===== src/rtl/seq_shifter.sv =====
// rtl/seq_shifter.sv - multi-cycle parametrised shift/rotate unit with start/busy/done handshake
//
// Purpose:
//   Shifts or rotates a WIDTH-bit operand by amt positions. The unit moves
//   at most STEP bit positions per clock, so an operation takes ceil(amt/STEP)
//   RUN cycles. The mode, amount and operand are captured when start is
//   accepted in IDLE. Input changes while busy have no effect.
//
// Ports:
//   clk    - system clock, rising edge
//   rst    - asynchronous active-high reset
//   start  - operation request, sampled only in IDLE
//   mode   - 00 SLL, 01 SRL, 10 SRA, 11 ROL (sampled with start)
//   in     - operand (sampled with start)
//   amt    - shift amount 0..WIDTH-1 (sampled with start)
//   busy   - high while not IDLE
//   done   - one-cycle pulse; result/carry valid
//   result - shifted value (registered, held until next completion)
//   carry  - last bit shifted/rotated out (registered, held)

module seq_shifter #(
  parameter int WIDTH = 32,
  parameter int STEP  = 1,
  localparam int AW   = $clog2(WIDTH)
) (
  input  logic             clk,
  input  logic             rst,
  input  logic             start,
  input  logic [1:0]       mode,
  input  logic [WIDTH-1:0] in,
  input  logic [AW-1:0]    amt,
  output logic             busy,
  output logic             done,
  output logic [WIDTH-1:0] result,
  output logic             carry
);

  localparam logic [AW-1:0] STEP_L  = AW'(STEP);
  localparam logic [AW:0]   WIDTH_L = (AW+1)'(WIDTH);

  typedef enum logic [1:0] {
    S_IDLE = 2'd0,
    S_RUN  = 2'd1,
    S_DONE = 2'd2
  } state_t;

  state_t           r_state;
  state_t           w_state_nxt;
  logic [1:0]       r_mode;
  logic [AW-1:0]    r_rem;
  logic [WIDTH-1:0] r_data;
  logic [WIDTH-1:0] r_result;
  logic             r_carry;

  logic [AW-1:0]    w_k;
  logic             w_last;
  logic [AW-1:0]    w_hi_idx;
  logic [AW-1:0]    w_lo_idx;
  logic [AW:0]      w_back;
  logic [WIDTH-1:0] w_shifted;
  logic             w_bit_out;

  // Bits moved this cycle: a full STEP, or whatever is left on the final step.
  assign w_last   = (r_rem <= STEP_L);
  assign w_k      = w_last ? r_rem : STEP_L;
  assign w_back   = WIDTH_L - {1'b0, w_k};
  // Last bit to leave the MSB end is bit WIDTH-k; from the LSB end it is bit k-1.
  // Chaining per-step carries yields the carry of the single full-amount shift.
  assign w_hi_idx = AW'(w_back);
  assign w_lo_idx = w_k - AW'(1);

  always_comb begin
    w_shifted = r_data;
    w_bit_out = 1'b0;
    case (r_mode)
      2'b00: begin
        w_shifted = r_data << w_k;
        w_bit_out = r_data[w_hi_idx];
      end
      2'b01: begin
        w_shifted = r_data >> w_k;
        w_bit_out = r_data[w_lo_idx];
      end
      2'b10: begin
        // The MSB never changes under >>>, so each step replicates the original sign.
        w_shifted = $signed(r_data) >>> w_k;
        w_bit_out = r_data[w_lo_idx];
      end
      default: begin
        // w_k is never 0 in RUN, so w_back stays below WIDTH.
        w_shifted = (r_data << w_k) | (r_data >> w_back);
        w_bit_out = r_data[w_hi_idx];
      end
    endcase
  end

  always_ff @(posedge clk or posedge rst) begin
    if (rst) begin
      r_state <= S_IDLE;
    end else begin
      r_state <= w_state_nxt;
    end
  end

  always_comb begin
    w_state_nxt = r_state;
    case (r_state)
      S_IDLE: begin
        if (start) begin
          w_state_nxt = (amt == '0) ? S_DONE : S_RUN;
        end
      end
      S_RUN: begin
        if (w_last) begin
          w_state_nxt = S_DONE;
        end
      end
      S_DONE:  w_state_nxt = S_IDLE;
      default: w_state_nxt = S_IDLE;
    endcase
  end

  always_ff @(posedge clk or posedge rst) begin
    if (rst) begin
      r_mode   <= 2'b00;
      r_rem    <= '0;
      r_data   <= '0;
      r_result <= '0;
      r_carry  <= 1'b0;
    end else begin
      case (r_state)
        S_IDLE: begin
          if (start) begin
            r_mode <= mode;
            r_data <= in;
            r_rem  <= amt;
            if (amt == '0) begin
              r_result <= in;
              r_carry  <= 1'b0;
            end
          end
        end
        S_RUN: begin
          r_data <= w_shifted;
          r_rem  <= r_rem - w_k;
          if (w_last) begin
            r_result <= w_shifted;
            r_carry  <= w_bit_out;
          end
        end
        default: begin
        end
      endcase
    end
  end

  assign busy   = (r_state != S_IDLE);
  assign done   = (r_state == S_DONE);
  assign result = r_result;
  assign carry  = r_carry;

endmodule


===== config.mk =====
export PLATFORM = sky130hd
export DESIGN_NAME = seq_shifter
export DESIGN_NICKNAME = d
export VERILOG_FILES = /design/src/rtl/seq_shifter.sv
export SDC_FILE = /design/constraint.sdc
export NUM_CORES = 1
export LEC_CHECK = 0
export CAP_MARGIN = 10
export CORE_MARGIN = 2
export CORE_UTILIZATION = 45
export CTS_CLUSTER_DIAMETER = 50
export CTS_CLUSTER_SIZE = 16
export DETAILED_ROUTE_END_ITERATION = 6
export PLACE_DENSITY = 0.78
export SLEW_MARGIN = 30
export SYNTH_ARGS = -nofsm -noshare
export SYNTH_HDL_FRONTEND = slang
export SYNTH_SLANG_ARGS = --single-unit
export TNS_END_PERCENT = 30

===== constraint.sdc =====
create_clock -name clk -period 2.5 [get_ports clk]
set_clock_uncertainty 0.05 [all_clocks]
set_input_delay 0.625 -clock clk [delete_from_list [all_inputs] [get_ports clk]]
set_output_delay 0.625 -clock clk [all_outputs]
set_load 0.02 [all_outputs]

==> results.yml, run 1 <==
run_status:
  status: "finished, violations left"
  failed_checks: "design-rule violations"
clocking:
  htree_levels: 3
  tritoncts_clock_tree: "done"
  cts-resized-gates: 0
  cts_setup_buffers: 0
  clockRootBuffer: "sky130_fd_sc_hd__clkbuf_8"
  cts.hold.buffers_added: 0
  clockBufferDepth: 2
  worst_setup_hold_path_clk_slew_ps: 80
  cts_sinks: 74
  cts_buffers: 9
  worst_skew_pair.late_latency_ps: 360
critical_path:
  flop2flop_setup_slack_ps: 40
  timing.critical_path.mode_cell: "sky130_fd_sc_hd__a22oi_1"
  setup.worst_path.end_class: "flip-flop"
  critical_path.top_delay_family: "compound AO/OA/AOI/OAI gates"
  r2r_cells: 10
  worstSetupStartpoint: "r_rem[1]"
  worstPathArrival_ps: 2620
  critical_path_depth: 10
  worst_setup_path_endpoint: "r_data[0]"
  crit_buf_inv: 2
  worstPathRequired_ps: 2670
  worstPathMaxFanout: 7
  critical_path.cell_chain: "nor4_4 > nand2_2 > inv_2 > ha_1 > buf_4 > mux2_2 > a22oi_1 > nand2_1 > a22oi_1 > o21ai_0"
  critical_path.reg2reg.endpoint: "r_data[0]"
  setup.worst_path.class: "reg -> reg"
  rr_startpoint: "r_rem[1]"
  critPathLaunchType: "flip-flop"
  critical_path.slowest_cell: "sky130_fd_sc_hd__dfrtp_2"
  crit_path_max_cell_delay_ps: 470
logic_synthesis:
  post_synth.cell_area_avg_um2: 9.79
  synth_seq_cells: 74
  yosys_warnings: 0
  synth-edff-count: 0
  synth_ff_type: "sky130_fd_sc_hd__dfrtp_1"
  netlist-cell-type-count: 62
  count_of_mapped_cells_out_of_synthesis: 468
  share_of_synthesized_area_occupied_by_flip_flops_and_latches_pct: 40.4
  mappedNetlistNets: 516
  postSynth.asyncResetShare_pct: 100
  synth.cell_area_um2: 4580
pwr:
  power-per-cell-area_nw_per_um2: 1620
  p_total_mw: 9.28
  cellLeakagePower_nw: 2.29
  intPower_mw: 4.93
  net_switching_power_mw: 4.35
  vdd.ir_drop.worst_uv: 795
  combPwrFrac_pct: 60.3
  seq_power_share_pct: 27.4
  power_frac_clock_pct: 12.4
  switching_share_pct: 46.9
grt:
  first_global_vias: 4112
  grt_remaining_overflow: 0
  grt_first_pass_wirelength_um: 20900
  grt_start_max_net_pins: 75
  grt_usage_pct: 23.6
  initial_antenna_violation_count: 0
sta:
  min_period_over_period_pct: 98.3
  timing.final.max_slew_violations: 0
  worst_slack_ps: 43.3
  least_margin_pin_slew_ps: 507
  hold_violations: 0
  fin_tns_setup_ps: 0
  achievable-frequency_ghz: 0.407
  timing.hold.ws_ps: 436
  timing.final.setup_violations: 0
  slew_headroom_pct: 66.2
  final.min_clock_period_ps: 2460
final_layout:
  finish.instance_area_um2: 5740
  syn_to_final_growth_pct: 25.1
  final_cell_count_no_fill: 675
  nFillCells: 869
  layout-drive-gt1-share_pct: 20.5
  final_net_count: 585
  multi_input_area_um2: 2440
  n_antenna_cell: 0
  postLayoutCoreUtil_pct: 58.4
  regArea_um2: 1850
  layout_commonest_cell: "sky130_fd_sc_hd__clkdlybuf4s50_1"
  mostFrequentLayoutCells: "sky130_fd_sc_hd__clkdlybuf4s50_1 (76), sky130_fd_sc_hd__dfrtp_1 (73), sky130_fd_sc_hd__nand2_1 (65), sky130_fd_sc_hd__nor2_1 (45), sky130_fd_sc_hd__a21oi_1 (41)"
floorplanning:
  num_io_pins: 77
  die_area_um2: 11000
  core_region_area_um2: 9820
  die_h_um: 105
  die_extent_in_x_um: 105
  initial_core_util_pct: 46.7
  rows: 36
placed_design:
  place_ws_ps: -17.2
  place_congestion: 0.931
  detailed_place.area_um2: 5480
  hpwl_um: 8670
  placed_cells: 659
  port_buffers: 76
drt:
  routed_via_density: 6.21
  wirelength_um: 12500
  antenna_violating_nets_left: 0
  dr.pass1.iters: 7
  detailed_route_wire_length_per_cell_um: 18.6
  remaining_drc_errors: 3
  routed-via-count: 4190
  drtIter0Drc: 574
flow_run:
  max_cap_violations: 0
min_path:
  min-delay-path-class: "reg -> reg"
-- how the worst min path moves through the flow --
stage                     from         end  slack [ps]  cells past startpoint
global route        result[12]  result[12]         470                      2
finish              result[13]  result[13]         440                      2
CTS                 result[13]  result[13]         440                      2
global placement    result[15]  result[15]         420                      2
floorplan           r_data[10]  r_data[10]         440                      2
detailed placement   result[5]   result[5]         420                      2
-- logic make-up after synthesis --
| kind of cell | Yosys count | synth area share [%] |
|---|---|---|
| compound gates | 190 | 35.5 |
| simple gates | 139 | 13.9 |
| flops | 74 | 40.4 |
| buf+inv | 52 | 6.88 |
| mux | 6 | 1.64 |
| fa+ha+maj | 6 | 1.64 |
| other cells | 1 | 0.0818 |
-- worst min-delay path: stages, from the launching register on --
cell and delay (ps):
sky130_fd_sc_hd__dfrtp_1 350, sky130_fd_sc_hd__nand2_1 60, sky130_fd_sc_hd__o31ai_2 50
-- synthesized netlist by cell type (all sizes together), types with 6 or more instances --
| library cell | instances | area share [%] |
|---|---|---|
| nand2 | 66 | 5.5 |
| a2bb2oi | 9 | 2.5 |
| a221oi | 8 | 2.6 |
| nor2 | 46 | 3.8 |
| ha | 6 | 1.6 |
| a311oi | 16 | 5.2 |
| clkbuf | 27 | 3.1 |
| a21oi | 41 | 4.5 |
| buf | 17 | 3.1 |
| a222oi | 20 | 4.4 |
| inv | 7 | 0.57 |
| dfrtp | 74 | 40 |
| o31ai | 36 | 7.8 |
| o21ai | 32 | 3.5 |
-- power groups by stage --
stage	combinational [mW]	clock, mW	sequential (mW)
after floorplan	3.90	0	2.59
after global placement	5.33	0	2.48
after detailed placement	5.49	0	2.52
after CTS	5.54	1.16	2.50
after global routing	6.08	1.22	2.61
final	5.59	1.15	2.54
-- sequential cells by signal, summed over array words and instances, names as in the netlist --
register	cells
r_mode	2
result	32
r_data	32
r_state	2
carry	1
r_rem	5
-- final cells by class --
cell class	count	share of cell area, %
multi-input combinational	342	42.6
inverter	8	0.611
sequential	74	32.3
clock buffer	10	2.23
timing repair buffer	102	17.4
clock inverter	6	1.99
tap	133	2.90
-- metal layers --
metal	GRT usage [%]	share of wire [%]	wire (µm)
met1	31.3	42	5260
met2	37.7	48	5970
met3	4.87	8.4	1050
met4	9.33	2.0	248
met5	0	0	0
Power figures use the tool's default switching activity.
==> run 2: changes to the inputs <==
Settings changed: HOLD_SLACK_MARGIN set to 0.05.
==> results of run 2 <==
Same layout as run 1: the final DEF is identical, and so are final timing and power.
